### config.mk
export PLATFORM = sky130hd
export DESIGN_NAME = game_step_ctrl_flat
export DESIGN_NICKNAME = d
export VERILOG_FILES = /design/src/rtl/game_step_if.sv /design/src/rtl/game_step_ctrl.sv /design/src/flat_wrapper.sv
export SDC_FILE = /design/constraint.sdc
export NUM_CORES = 1
export LEC_CHECK = 0
export ABC_CLOCK_PERIOD_IN_PS = 9400
export CAP_MARGIN = 40
export CORE_AREA = 2 2 130 132
export DETAILED_ROUTE_END_ITERATION = 7
export DIE_AREA = 0 0 132 134
export GPL_ROUTABILITY_DRIVEN = 0
export GPL_TIMING_DRIVEN = 0
export PLACE_DENSITY = 0.72
export SETUP_SLACK_MARGIN = 0.5
export SYNTH_ARGS = -nofsm -noshare
export SYNTH_HDL_FRONTEND = slang
export SYNTH_SLANG_ARGS = --single-unit
export TNS_END_PERCENT = 10
### constraint.sdc
create_clock -name sys_clk -period 9.4 [get_ports sys_clk]
set_input_delay 1.88 -clock sys_clk [delete_from_list [all_inputs] [get_ports sys_clk]]
set_output_delay 1.88 -clock sys_clk [all_outputs]
set_load 0.05 [all_outputs]
### src/rtl/game_step_if.sv
// Board-logic handshake bundle for game_step_ctrl.
//   move_req : controller -> board, one-cycle move request pulse
//   move_dir : controller -> board, one-hot direction {right,left,down,up}
//   move_ack : board -> controller, one-cycle resolution pulse
//   move_ok  : board -> controller, qualifies move_ack (1 = move executed)
//   win      : board -> controller, puzzle-solved level
interface game_step_if;
  logic       move_req;
  logic [3:0] move_dir;
  logic       move_ack;
  logic       move_ok;
  logic       win;

  modport master (output move_req, move_dir, input move_ack, move_ok, win);
  modport slave  (input move_req, move_dir, output move_ack, move_ok, win);
endinterface

### src/rtl/game_step_ctrl.sv
// Game-flow controller: debounces the six player buttons, runs the
// idle/playing/paused/won state machine, issues move requests to the board
// logic and counts accepted moves for the step display.
// Ports:
//   sys_clk, rst       : clock, asynchronous active-high reset
//   btn_start/btn_pause: raw start/restart and pause/resume buttons
//   btn_move[3:0]      : raw direction buttons {right,left,down,up}
//   bus (master)       : move_req/move_dir out, move_ack/move_ok/win in
//   steps[13:0]        : accepted move count, saturating at MAX_STEPS
//   game_status[1:0]   : 00 idle, 01 playing, 10 paused, 11 won
//   timer_en           : high while playing (including awaiting an ack)
module game_step_ctrl #(
  parameter int unsigned DEB_CYCLES  = 2000000,
  parameter int unsigned DEB_W       = 21,
  parameter int unsigned ACK_TIMEOUT = 1024,
  parameter int unsigned MAX_STEPS   = 9999
) (
  input  logic        sys_clk,
  input  logic        rst,
  input  logic        btn_start,
  input  logic        btn_pause,
  input  logic [3:0]  btn_move,
  game_step_if.master bus,
  output logic [13:0] steps,
  output logic [1:0]  game_status,
  output logic        timer_en
);

  localparam int unsigned NBTN    = 6;
  localparam int unsigned STEPS_W = 14;
  localparam int unsigned TMO_W   = $clog2(ACK_TIMEOUT + 1);

  typedef enum logic [2:0] {
    S_IDLE, S_PLAY, S_WAIT, S_PAUSE, S_WON
  } state_t;

  // Button channel order: [0]=start, [1]=pause, [5:2]=moves
  logic [NBTN-1:0] raw;
  logic [NBTN-1:0] sync1_q, sync2_q, deb, deb_prev_q, press_q;

  assign raw = {btn_move, btn_pause, btn_start};

  // Two-flop synchronizers, edge detect on debounced level, press pulses
  always_ff @(posedge sys_clk or posedge rst) begin
    if (rst) begin
      sync1_q    <= '0;
      sync2_q    <= '0;
      deb_prev_q <= '0;
      press_q    <= '0;
    end else begin
      sync1_q    <= raw;
      sync2_q    <= sync1_q;
      deb_prev_q <= deb;
      press_q    <= deb & ~deb_prev_q;
    end
  end

  // Per-channel debounce: deb follows the input only after DEB_CYCLES stable cycles
  for (genvar g = 0; g < NBTN; g++) begin : g_deb
    logic [DEB_W-1:0] cnt_q;
    logic             deb_q;

    always_ff @(posedge sys_clk or posedge rst) begin
      if (rst) begin
        cnt_q <= '0;
        deb_q <= 1'b0;
      end else if (sync2_q[g] == deb_q) begin
        cnt_q <= '0;
      end else if (cnt_q == DEB_W'(DEB_CYCLES - 1)) begin
        cnt_q <= '0;
        deb_q <= ~deb_q;
      end else begin
        cnt_q <= cnt_q + DEB_W'(1);
      end
    end

    assign deb[g] = deb_q;
  end

  logic       start_p, pause_p;
  logic [3:0] mv, mv_sel;

  assign start_p = press_q[0];
  assign pause_p = press_q[1];
  assign mv      = press_q[5:2];
  // Isolate lowest set bit so the lowest-index direction wins
  assign mv_sel  = mv & (~mv + 4'd1);

  state_t             state_q, state_d;
  logic [STEPS_W-1:0] steps_q, steps_d;
  logic [TMO_W-1:0]   tmo_q, tmo_d;
  logic               req_q, req_d;
  logic [3:0]         dir_q, dir_d;
  logic [1:0]         status_q, status_d;
  logic               ten_q, ten_d;

  // State and output registers
  always_ff @(posedge sys_clk or posedge rst) begin
    if (rst) begin
      state_q  <= S_IDLE;
      steps_q  <= '0;
      tmo_q    <= '0;
      req_q    <= 1'b0;
      dir_q    <= '0;
      status_q <= 2'b00;
      ten_q    <= 1'b0;
    end else begin
      state_q  <= state_d;
      steps_q  <= steps_d;
      tmo_q    <= tmo_d;
      req_q    <= req_d;
      dir_q    <= dir_d;
      status_q <= status_d;
      ten_q    <= ten_d;
    end
  end

  // Next-state, step counting and move request generation
  always_comb begin
    state_d = state_q;
    steps_d = steps_q;
    tmo_d   = tmo_q;
    req_d   = 1'b0;
    dir_d   = dir_q;

    unique case (state_q)
      S_IDLE: begin
        if (start_p) state_d = S_PLAY;
      end
      S_PLAY: begin
        if (start_p) begin
          state_d = S_IDLE;
          steps_d = '0;
        end else if (pause_p) begin
          state_d = S_PAUSE;
        end else if (bus.win) begin
          state_d = S_WON;
        end else if (|mv) begin
          req_d   = 1'b1;
          dir_d   = mv_sel;
          tmo_d   = '0;
          state_d = S_WAIT;
        end
      end
      S_WAIT: begin
        // Timeout is checked before ack: an ack after the window is stale
        if (start_p) begin
          state_d = S_IDLE;
          steps_d = '0;
        end else if (tmo_q == TMO_W'(ACK_TIMEOUT)) begin
          state_d = S_PLAY;
        end else if (bus.move_ack) begin
          if (bus.move_ok && (steps_q < STEPS_W'(MAX_STEPS)))
            steps_d = steps_q + STEPS_W'(1);
          state_d = bus.win ? S_WON : S_PLAY;
        end else begin
          tmo_d = tmo_q + TMO_W'(1);
        end
      end
      S_PAUSE: begin
        if (start_p) begin
          state_d = S_IDLE;
          steps_d = '0;
        end else if (pause_p) begin
          state_d = S_PLAY;
        end
      end
      S_WON: begin
        if (start_p) begin
          state_d = S_IDLE;
          steps_d = '0;
        end
      end
      default: state_d = S_IDLE;
    endcase

    unique case (state_d)
      S_PLAY, S_WAIT: status_d = 2'b01;
      S_PAUSE:        status_d = 2'b10;
      S_WON:          status_d = 2'b11;
      default:        status_d = 2'b00;
    endcase
    ten_d = (state_d == S_PLAY) || (state_d == S_WAIT);
  end

  assign bus.move_req = req_q;
  assign bus.move_dir = dir_q;
  assign steps        = steps_q;
  assign game_status  = status_q;
  assign timer_en     = ten_q;

endmodule

### src/flat_wrapper.sv
// flat-port wrapper written by rule: the top's interface ports become plain ports
module game_step_ctrl_flat 
#(
  parameter int unsigned DEB_CYCLES  = 2000000,
  parameter int unsigned DEB_W       = 21,
  parameter int unsigned ACK_TIMEOUT = 1024,
  parameter int unsigned MAX_STEPS   = 9999
)
  (sys_clk, rst, btn_start, btn_pause, btn_move, steps, game_status, timer_en, bus_move_req, bus_move_dir, bus_move_ack, bus_move_ok, bus_win);
  game_step_if bus_i ();
  input  logic sys_clk;
  input  logic rst;
  input  logic btn_start;
  input  logic btn_pause;
  input  logic [3:0] btn_move;
  output logic [13:0] steps;
  output logic [1:0] game_status;
  output logic timer_en;
  output wire logic [$bits(bus_i.move_req)-1:0] bus_move_req;
  output wire logic [$bits(bus_i.move_dir)-1:0] bus_move_dir;
  input wire logic [$bits(bus_i.move_ack)-1:0] bus_move_ack;
  input wire logic [$bits(bus_i.move_ok)-1:0] bus_move_ok;
  input wire logic [$bits(bus_i.win)-1:0] bus_win;
  assign bus_move_req = bus_i.move_req;
  assign bus_move_dir = bus_i.move_dir;
  assign bus_i.move_ack = bus_move_ack;
  assign bus_i.move_ok = bus_move_ok;
  assign bus_i.win = bus_win;
  game_step_ctrl #(.DEB_CYCLES(DEB_CYCLES), .DEB_W(DEB_W), .ACK_TIMEOUT(ACK_TIMEOUT), .MAX_STEPS(MAX_STEPS)) u_core (.sys_clk(sys_clk), .rst(rst), .btn_start(btn_start), .btn_pause(btn_pause), .btn_move(btn_move), .bus(bus_i), .steps(steps), .game_status(game_status), .timer_en(timer_en));
endmodule
# Word level (Yosys, flattened, before mapping)
# Cells that the tools add are included.
# totals
reg_bits	192
latch_bits	0
mem_bits_rw	0
rom_bits	0
input_bits	11
out_inout_bits	22
word_cells	146
memories	0
# op_classes
n_addsub	9
multipliers	0
n_div	0
order_cmp	1
eq_ne	32
shift	0
mux	45
bitwise	19
reduce_logical	17
# ops
cell	n
two-way mux 21 bit	12
adder 21 x 1 -> 21 bit, second input constant	6
equality test 21 bit, second input constant	6
two-way mux 11 bit	7
two-way mux 14 bit	5
two-way mux 3 bit	12
case mux 14 bit (2 select lines)	1
case mux 11 bit (2 select lines)	1
inverter 1 bit	15
case mux 3 bit (5 select lines)	1
adder 14 x 1 -> 14 bit, second input constant	1
less-than comparator 14 bit, second input constant	1
equality test 3 x 2 -> 1 bit, second input constant	4
inequality test 2 bit, second input constant	6
AND reduction 2 bit	6
adder 11 x 1 -> 11 bit, second input constant	1
equality test 11 bit, second input constant	1
AND reduction 5 bit	2
AND reduction 8 bit	1
bitwise AND 6 bit	1
equality test 1 bit	6
equality test 3 x 1 -> 1 bit, second input constant	2
equality test 3 bit, second input constant	2
inequality test 3 x 2 -> 1 bit, second input constant	2
15 further kinds	21

# Longest topological paths before layout
# Gate-level depths: netlist of run 1.
# logic_depth
ltp_word	9
mapped_depth	9
depth_no_buf	8

# Least setup slack after synthesis of run 1
# No wires, ideal clock.
# synth_path
kind	input -> register
start	input port bus_win
end	register u_core.tmo_q[7]
setup_ns	0.136
arrival_time_ns	3.172
t_required_ns	9.264
slack_ns	6.092
path_stages	6
n_path_buf	1
path_cell_list	or4_1 -> a21oi_1 -> or3_1 -> clkbuf_2 -> or3_1 -> a21oi_1
# synth_between
elab_chain_cells	2
# synth_rtl
item	line_no	rtl
start: declaration	flat_wrapper.sv:23	input wire logic [$bits(bus_i.win)-1:0] bus_win;
inequality test 2 bit (no line)	--	
AND reduction 8 bit (no line)	--	
end signal: assignment	game_step_ctrl.sv:110	tmo_q <= tmo_d;
end: declaration	game_step_ctrl.sv:91	logic [TMO_W-1:0] tmo_q, tmo_d;
# Every way passes these cells.
# A chain may end at the register's enable or synchronous reset.

# Worst setup path in the final report of run 1
# layout_path
start	input port bus_win
end	register u_core.tmo_q[9]
# The elaborated chain is that of the path after synthesis.

==> results of run 1 <==
## flip-flops by register name, indices dropped and copies added (netlist names)
signal / count
u_core.g_deb.cnt_q: 126
u_core.steps: 14
u_core.tmo_q: 11
u_core.deb_prev_q: 6
u_core.g_deb.deb_q: 6
u_core.press_q: 6
u_core.sync1_q: 6
u_core.sync2_q: 6
u_core.bus.move_dir: 4
u_core.state_q: 3
u_core.game_status: 2
u_core.bus.move_req: 1
u_core.timer_en: 1
## cells in the mapped netlist, drive strengths merged (3+ instances only)
| cell | count |
|---|---|
| dfrtp | 192 |
| nor2 | 165 |
| nand2 | 80 |
| nand3 | 66 |
| xor2 | 65 |
| xnor2 | 54 |
| o21ai | 26 |
| nand4 | 23 |
| and3 | 22 |
| inv | 21 |
| nor3 | 19 |
| clkbuf | 18 |
| or3 | 15 |
| a21oi | 14 |
| nor4 | 14 |
| nor4b | 10 |
| and4 | 9 |
| ha | 9 |
| or2 | 9 |
| nor2b | 8 |
| and2 | 6 |
| mux2 | 6 |
| nand2b | 5 |
| o31ai | 5 |
| o22a | 4 |
| or4 | 4 |
| mux2i | 3 |
| nand3b | 3 |
## worst register-to-register path: cells and delay by family (launching register included)
kind | cells | cell delay [ps]
buffers and inverters | 2 | 340
flip-flops | 1 | 370
AND/OR/NAND/NOR | 3 | 1290
AO/OA/AOI/OAI | 3 | 640
## logic make-up after synthesis
family,share of synthesized area
flops,0.542
fa+ha+maj,0.0127
simple gates,0.254
mux,0.0110
buf+inv,0.0185
xor+xnor,0.118
compound gates,0.0445
## power groups by stage
| stage | registers, uW | logic [uW] | clock network (uW) |
|---|---|---|---|
| 2_1_floorplan | 876 | 52.4 | 0 |
| 3_3_place_gp | 868 | 88.1 | 0 |
| 3_5_place_dp | 869 | 91.1 | 0 |
| 4_1_cts | 853 | 91.2 | 704 |
| 5_1_grt | 855 | 101 | 741 |
| 6_report | 853 | 89.3 | 688 |
## metrics by stage
step                cells  instance area [sq um]
CTS                  1177                  10100
global placement     1144                   9460
floorplan             892                   8860
global route         1177                  10100
detailed placement   1145                   9500
finish               1177                  10100
## metal layers
metal,track usage,vias up,share of wire
met5,0,-,0
li1,-,3138,-
met3,0.0420,13,0.032
met4,0.0495,0,0.0091
met2,0.326,100,0.48
met1,0.265,3057,0.48
## worst max-delay path by stage
stage | endpoint | slack (ps) | cells past startpoint
floorplan | u_core.bus.move_dir[0] | 2290 | 1
global placement | u_core.tmo_q[2] | -140 | 2
detailed placement | u_core.tmo_q[9] | 5380 | 7
CTS | steps[3] | 5790 | 1
global route | u_core.tmo_q[10] | 5580 | 7
finish | u_core.tmo_q[9] | 5770 | 7
## final cells by class
type                       instances  share of cell area
buffer                            20             0.00846
clock buffer                      18              0.0427
clock inverter                    14              0.0132
inverter                          21             0.00858
multi-input combinational        659               0.387
sequential                       192               0.478
tap                              220              0.0274
timing repair buffer              33              0.0346
==> results.md, run 1 <==
* Global-route wire length before repair at 28600 microns
* Crit-path max FO at 8
* Tot Pwr at 1630 uW
* Sequential power share at 0.523
* # port buffers at 32
* Yosys cell types at 45
* Pint at 1240 uW
* Syn Nets at 912
* Max Cap Violations at 0
* Worst Hold End: u_core.sync2_q[0]
* Worst VDD drop at 0.000131 V
* Family with the most delay on the worst path: simple AND/OR/NAND/NOR gates
* Layout net count at 964
* Fillers at 1360
* CP Capture Type: register
* Num CTS Buffers at 17
* Total vias in the final route at 6308
* Gate power share at 0.055
* Asr flop ratio synth at 1.00
* Crit path launch: bus_win
* Hold path startpoint: u_core.sync1_q[0]
* Final core occ at 0.617
* Clock Sinks at 192
* Pre-Repair DR Iteration Count at 4
* Vias in the first global route at 6255
* Synth Instances at 892
* Post-synthesis register bit count at 192
* CTS tree: done
* FP Rows at 47
* Multi-input gate area at 0.00390 sq mm
* Core area at 0.0163 sq mm
* Leak at 0.00434 uW
* Layout cell share with drive strength beyond 1 at 0.0585
* Ys flop type: dfrtp_1
* CP Cell Sequence: clkdlybuf4s50_1, or4_1, a21oi_1, or3_1, clkbuf_2, or3_1, a21oi_1
* Clk root buf: clkbuf_16
* Wire per inst at 13.7 microns
* Tightest Pin Transition at 843 ps
* DR iter-0 viols at 388
* Ports at 33
* Fin. Hold Viols at 0
* Critical Path RT at 9690 ps
* Power Dens Cells at 162 mW/mm^2
* Vias/cell at 5.36
* Global route total overflow at 0
* PostCTS Resize Cnt at 0
* Postcts setup bufs at 0
* Setup-failing EPs final at 0
* FMAX at 276 MHz
* Register area share after synthesis at 0.542
* Commonest cells after routing, fill and taps aside: dfrtp_1 (192), nor2_1 (165), nand2_1 (80), nand3_1 (66), xor2_1 (65)
* Setup ws final at 5770 ps
* Worst hold slack at 349 ps
* Top cells by area, synth: dfrtp_1 (54%), nor2_1 (7.0%), xor2_1 (6.4%), xnor2_1 (5.3%), nand3_1 (3.7%)
* Period Utilization, post-route at 0.386
* Max Root-Sink Buffers at 2
* Hold path depth at 0
* Setup TNS at 0 ps
* RSZ-0062 raised after global routing: false
* Worst Skew at 8.85 ps
* Slowest cell delay on critical path at 550 ps
* Place WS at 5380 ps
* Die Span X at 132 microns
* Antenna Cells at 0
* Yosys Warn Count at 0
* Routed WL at 16100 microns
* Slew headroom at 0.430
* FF+latch area at 0.00480 sq mm
* Worst Path Arrival at 3920 ps
* Worst Setup Start Kind: input port
* Clk pwr share at 0.422
* R2R Path End: u_core.tmo_q[9]
* Initial antenna violation count at 0
* Synth area leader: dfrtp_1
* Clk_lat worst skew at 430 ps
* Antenna Nets Post-Route at 0
* Slew Limit Fails at 0
* R2R Path Start: u_core.state_q[2]
* Die area at 0.0177 sq mm
* Total track usage at 0.196
* Cell Area, Synth at 0.00886 sq mm
* Switching power at 392 uW
* Slowest stage cell, crit path: or4_1
* Post-synth EDFFs at 0
* Worst R2R Path Depth at 8
* Clk slew on worst S/H paths at 70 ps
* Die height at 134 microns
* Most common cell after layout, fill and taps aside: dfrtp_1
* H-tree Lvls at 4
* Switching Share at 0.241
* Hpwl dp at 10700 microns
* Crit path kind: input port to register
* Final Critical Period at 3630 ps
* Area added between synthesis and finish at 13.5%
* Mapped Avg Cell Area at 9.94 sq um
* # DRC at 0
* Largest net degree at the start of global routing at 115
* HP Class: register to register
* Hold-fix buffers, CTS at 0
* Status: complete, no violations
* Bufs and invs on worst path at 2
* R2r setup slk at 6690 ps
* Top cell type's share of synthesized area at 0.542
* Initial Utilization at 0.544
Power figures use the tool's default switching activity.
==> run 2, diff against run 1 <==
--- a/config.mk
+++ b/config.mk
@@ -5,7 +5,7 @@
 export SDC_FILE = /design/constraint.sdc
 export NUM_CORES = 1
 export LEC_CHECK = 0
-export ABC_CLOCK_PERIOD_IN_PS = 9400
+export ABC_CLOCK_PERIOD_IN_PS = 3800
 export CAP_MARGIN = 40
 export CORE_AREA = 2 2 130 132
 export DETAILED_ROUTE_END_ITERATION = 7
==> constraint.sdc (replaced) <==
create_clock -name sys_clk -period 3.8 [get_ports sys_clk]
set_input_delay 0.76 -clock sys_clk [delete_from_list [all_inputs] [get_ports sys_clk]]
set_output_delay 0.76 -clock sys_clk [all_outputs]
set_load 0.05 [all_outputs]
==> run 2 against run 1 <==
  * Sequential power is 150% higher
  * Clock power grew to 2.8 times the previous value
  * Combinational power grew to 2.6 times the previous value
  * Cell count increased by 0.34%
  * Design area up 1.5%
  * Highest routed layer unchanged
  * Clock skew is 2.0 ps higher
  * Non-clock buffer count increased by 4
  * Utilization up 0.95 points
  * Critical path type is now register to register
==> results.md, run 2 (synthesis results as in run 1) <==
* Status: complete, no violations
* Power Dens Cells at 417 mW/mm^2
* FF+latch area at 0.00480 sq mm
* Setup-failing EPs final at 0
* Max Cap Violations at 0
* Total vias in the final route at 6255
* Leak at 0.00441 uW
* Worst R2R Path Depth at 8
* Die height at 134 microns
* Global route total overflow at 0
* FMAX at 368 MHz
* Vias in the first global route at 6261
* Slew headroom at 0.379
* Global-route wire length before repair at 29000 microns
* Area added between synthesis and finish at 15.2%
* DR iter-0 viols at 366
* Worst Skew at 10.9 ps
* Post-route design area at 0.0102 sq mm
* Hpwl dp at 11000 microns
* CP Cell Sequence: buf_6, or4b_4, a311oi_4, a41oi_4, or3_1, clkbuf_2, or3_1, a21oi_1
* Fin. Hold Viols at 0
* Die Span X at 132 microns
* Critical Path RT at 4160 ps
* H-tree Lvls at 4
* Switching Share at 0.227
* Largest net degree at the start of global routing at 39
* Antenna Cells at 0
* Most flops, register: u_core.g_deb.cnt_q
* Pint at 3290 uW
* Core area at 0.0163 sq mm
* Switching power at 968 uW
* Worst Path Arrival at 3070 ps
* PostCTS Resize Cnt at 0
* Slew Limit Fails at 0
* HP Class: register to register
* Clk_lat worst skew at 430 ps
* Initial Utilization at 0.544
* CTS tree: done
* Crit path launch: u_core.press_q[0]
* Worst VDD drop at 0.000352 V
* # DRC at 0
* Crit path kind: register to register
* Critical Path End: u_core.tmo_q[9]
* Routed WL at 16200 microns
* Most common cell after layout, fill and taps aside: dfrtp_1
* Worst Setup Start Kind: register
* Crit-path most repeated cell: or3_1
* Clock Sinks at 192
* Crit-path max FO at 9
* CP Capture Type: register
* Wire per inst at 13.7 microns
* Clk pwr share at 0.451
* Layout net count at 968
* Clk root buf: clkbuf_16
* Antenna Nets Post-Route at 0
* R2R Path End: u_core.tmo_q[9]
* Gate power share at 0.054
* Slowest stage cell, crit path: or4b_4
* FP Rows at 47
* Layout cell share with drive strength beyond 1 at 0.0635
* Max Root-Sink Buffers at 2
* Period Utilization, post-route at 0.715
* Pre-Repair DR Iteration Count at 4
* Initial antenna violation count at 0
* Final core occ at 0.627
* Placed Area at 0.00957 sq mm
* Max FFs per register at 126
* Slowest cell delay on critical path at 550 ps
* Fillers at 1370
* Commonest cells after routing, fill and taps aside: dfrtp_1 (192), nor2_1 (165), nand2_1 (80), nand3_1 (66), xor2_1 (65)
* Final std cells w/o fill at 1181
* Num CTS Buffers at 17
* Multi-input gate area at 0.00390 sq mm
* Die area at 0.0177 sq mm
* RSZ-0062 raised after global routing: false
* Vias/cell at 5.30
* R2r setup slk at 1080 ps
* Clk slew on worst S/H paths at 70 ps
* Total track usage at 0.199
* Sequential power share at 0.495
* Final Critical Period at 2720 ps
* Ports at 33
* # port buffers at 32
* R2R Path Start: u_core.press_q[0]
* Hold-fix buffers, CTS at 0
* Dpl cells at 1149
* Tightest Pin Transition at 918 ps
* Postcts setup bufs at 0
-- run 2: changes by cell type in the layout (fill, tap and decap cells not counted) --
cell / delta
clkinv_4: -2
buf_12: +4
clkinvlp_4: -1
bufinv_16: +3
clkbuf_1: -1
clkbuf_8: +1
-- run 2: worst min-delay path by stage --
stage	startpoint	endpoint	slack, ps	cells after the start
global placement	u_core.sync1_q[3]	u_core.sync2_q[3]	330	0
floorplan	u_core.sync1_q[0]	u_core.sync2_q[0]	330	0
detailed placement	u_core.sync1_q[4]	u_core.sync2_q[4]	340	0
CTS	u_core.sync1_q[3]	u_core.sync2_q[3]	350	0
finish	u_core.sync1_q[3]	u_core.sync2_q[3]	350	0
global route	u_core.sync1_q[3]	u_core.sync2_q[3]	350	0
-- run 2: critical path: cells and delay by family, from the launching register on --
family	cells	cell delay [ps]
flops	1	390
simple gates	3	1310
compound gates	3	640
buf+inv	2	310
-- run 2: metrics by stage --
stage                     worst slack (ps)  total power, uW  hold slack (ps)  setup TNS, ps
after floorplan                        564             2300              331              0
after global placement                -896             2360              333        -169190
after detailed placement               908             2380              337              0
after CTS                             1080             4310              350              0
after global routing                   960             4420              355              0
final                                 1080             4260              349              0
-- run 2: layout make-up --
type	instances	area share
sequential	192	0.470
multi-input combinational	659	0.382
clock buffer	18	0.0430
timing repair buffer	37	0.0419
tap	220	0.0270
clock inverter	14	0.0197
buffer	20	0.00833
inverter	21	0.00809
-- run 2: per-layer routing --
metal  GRT usage  vias up  wire, microns  share of wire
met5           0        -              0              0
met4      0.0700        0            170          0.010
met3      0.0355       13            330          0.020
met2       0.323       57           7830           0.48
met1       0.272     3051           7900           0.49
li1            -     3134              -              -
-- run 2: power by group through the flow --
stage               combinational (uW)  sequential (uW)  clock, uW
finish                             229             2110       1920
global route                       261             2110       2050
CTS                                234             2110       1960
detailed placement                 233             2150          0
global placement                   217             2150          0
floorplan                          130             2170          0
==> run 3, diff against run 2 <==
--- a/config.mk
+++ b/config.mk
@@ -5,14 +5,14 @@
 export SDC_FILE = /design/constraint.sdc
 export NUM_CORES = 1
 export LEC_CHECK = 0
-export ABC_CLOCK_PERIOD_IN_PS = 3800
+export ABC_CLOCK_PERIOD_IN_PS = 2250
 export CAP_MARGIN = 40
 export CORE_AREA = 2 2 130 132
 export DETAILED_ROUTE_END_ITERATION = 7
 export DIE_AREA = 0 0 132 134
 export GPL_ROUTABILITY_DRIVEN = 0
 export GPL_TIMING_DRIVEN = 0
-export PLACE_DENSITY = 0.72
+export PLACE_DENSITY = 0.75
 export SETUP_SLACK_MARGIN = 0.5
 export SYNTH_ARGS = -nofsm -noshare
 export SYNTH_HDL_FRONTEND = slang
==> constraint.sdc (replaced) <==
create_clock -name sys_clk -period 2.25 [get_ports sys_clk]
set_input_delay 0.45 -clock sys_clk [delete_from_list [all_inputs] [get_ports sys_clk]]
set_output_delay 0.45 -clock sys_clk [all_outputs]
set_load 0.05 [all_outputs]
==> run 3 against run 2 <==
  * The flow now finishes with violations (negative setup slack)
  * Flip-flop and latch count stayed put
  * Combinational power up 110%
  * Utilization is 6.6 points higher
  * Maximum frequency up 12%
  * Sequential power rose by 69%
  * First-iteration DRC count grew 26%
  * Worst setup slack worse by 1300 ps
==> results.md, run 3 (synthesis results as in run 1) <==
* Switching power at 1660 uW
* Largest net degree at the start of global routing at 41
* Clk slew on worst S/H paths at 70 ps
* # port buffers at 32
* # DRC at 0
* Crit path depth at 8
* H-tree Lvls at 4
* Crit path kind: register to register
* Slew Limit Fails at 0
* Critical Path RT at 2600 ps
* Tot Pwr at 7010 uW
* Power Dens Cells at 621 mW/mm^2
* CP Capture Type: register
* Max FFs per register at 126
* Worst Hold End: u_core.sync2_q[4]
* Slowest cell delay on critical path at 530 ps
* Num CTS Buffers at 17
* Global-route wire length before repair at 30300 microns
* R2R Path End: u_core.tmo_q[9]
* Fillers at 1139
* FF+latch area at 0.00482 sq mm
* Switching Share at 0.237
* Core area at 0.0163 sq mm
* Violated checks: negative setup slack
* Total track usage at 0.209
* Setup-failing EPs final at 9
* Wire per inst at 14.9 microns
* Leak at 0.00496 uW
* Hold-fix buffers, CTS at 0
* Max Root-Sink Buffers at 2
* Most flops, register: u_core.g_deb.cnt_q
* Pre-Repair DR Iteration Count at 5
* Crit path launch: u_core.state_q[2]
* Fin. Hold Viols at 0
* Initial Utilization at 0.544
* Slowest stage cell, crit path: or4b_4
* Most common cell after layout, fill and taps aside: dfrtp_1
* Hpwl dp at 11000 microns
* Period Utilization, post-route at 1.08
* Antenna Cells at 0
* Status: finished with violations
* R2r setup slk at -190 ps
* Place WS at -446 ps
* RSZ-0062 raised after global routing: true
* Sequential power share at 0.510
* Family with the most delay on the worst path: simple AND/OR/NAND/NOR gates
* Worst Setup Start Kind: register
* Area added between synthesis and finish at 27.3%
* Routed WL at 18300 microns
* Layout net count at 1012
* Vias in the first global route at 6440
* Ports at 33
* Commonest cells after routing, fill and taps aside: dfrtp_1 (177), nor2_1 (160), nand2_1 (75), xor2_1 (65), nand3_1 (61)
* Clock Sinks at 192
* Tightest Pin Transition at 713 ps
* Total vias in the final route at 6692
* Gate power share at 0.069
* CP Cell Sequence: buf_6, or4b_4, a311oi_4, a41oi_4, or3_4, buf_8, or3_1, a21oi_1
* Die area at 0.0177 sq mm
* Multi-input gate area at 0.00448 sq mm
* Hold path startpoint: u_core.sync1_q[4]
* Die height at 134 microns
* Worst R2R Path Depth at 8
* HP Class: register to register
* Slew headroom at 0.524
* Hold path depth at 0
* Bufs and invs on worst path at 2
* Die Span X at 132 microns
* Clk root buf: clkbuf_16
* Pint at 5350 uW
* Clk_lat worst skew at 430 ps
* Initial antenna violation count at 0
* DR iter-0 viols at 462
* FMAX at 411 MHz
* Clk pwr share at 0.421
* FP Rows at 47
* Worst Skew at 6.18 ps
* Worst VDD drop at 0.000534 V
* Final std cells w/o fill at 1224
* Dpl cells at 1149
* Final core occ at 0.693
* R2R Path Start: u_core.state_q[2]
* Antenna Nets Post-Route at 0
* Worst Path Arrival at 2790 ps
* CTS tree: done
* Final Critical Period at 2440 ps
* Layout cell share with drive strength beyond 1 at 0.236
* Global route total overflow at 0
* Crit-path max FO at 5
* Setup ws final at -186 ps
* Max Cap Violations at 0
* Vias/cell at 5.47
run 3: changes by cell type in the layout (fill, tap and decap cells not counted), sizes merged:
cell           previous run  this run
inv                      25        24
buf                       7        60
clkdlybuf4s15             0        15
dlymetal6s2s              0         5
clkdlybuf4s18             0         1
clkbuf                   36        28
clkinv                    4         5
bufinv                    4         2
clkdlybuf4s50            32        10
clkinvlp                  2         3
run 3: metal layers:
layer  up-vias  global-route usage  routed length [microns]
li1       3246                   -                        -
met4         0              0.0694                      357
met2       123               0.335                     8940
met1      3286               0.286                     8400
met3        37              0.0446                      598
met5         -                   0                        0
run 3: worst max path at each step:
stage               slack, ps                     end
finish                   -190         u_core.tmo_q[9]
global route             -270         u_core.tmo_q[6]
CTS                      -130         u_core.tmo_q[9]
detailed placement       -450        u_core.tmo_q[10]
global placement        -2150        u_core.tmo_q[10]
floorplan                -680  u_core.bus.move_dir[0]
run 3: repair_timing:
action                     4_1_cts  5_1_grt
gates cloned                     1        0
resized for setup              158      114
setup endpoints to repair      181      173
pin swaps                       45       45
buffers inserted                29       14
run 3: final cells by class:
cell class | instances | area share
Inverter | 21 | 0.00732
Timing Repair Buffer | 81 | 0.0722
Buffer | 20 | 0.0211
Tap cell | 220 | 0.0244
Multi-Input combinational cell | 659 | 0.397
Clock buffer | 18 | 0.0380
Sequential cell | 192 | 0.428
Clock inverter | 13 | 0.0122
run 3: power by group through the flow:
stage	logic (uW)	registers, uW	clock network, uW
finish	487	3570	2950
CTS	451	3560	3010
global placement	370	3630	0
detailed placement	395	3630	0
global route	545	3580	3140
floorplan	220	3660	0
run 3: through the flow:
step | setup TNS, ps | hold slack, ps | instance area (sq um)
4_1_cts | -472 | 350 | 10800
3_5_place_dp | -8200 | 335 | 9560
2_1_floorplan | -130630 | 331 | 8870
3_3_place_gp | -417800 | 336 | 9460
6_report | -1010 | 349 | 11300
5_1_grt | -1690 | 363 | 11300
run 3: worst register-to-register path: stages (launching register included):
cell and delay [ps]:
dfrtp_1 370, buf_6 120, or4b_4 530, a311oi_4 300
a41oi_4 70, or3_4 360, buf_8 130, or3_1 310
a21oi_1 160
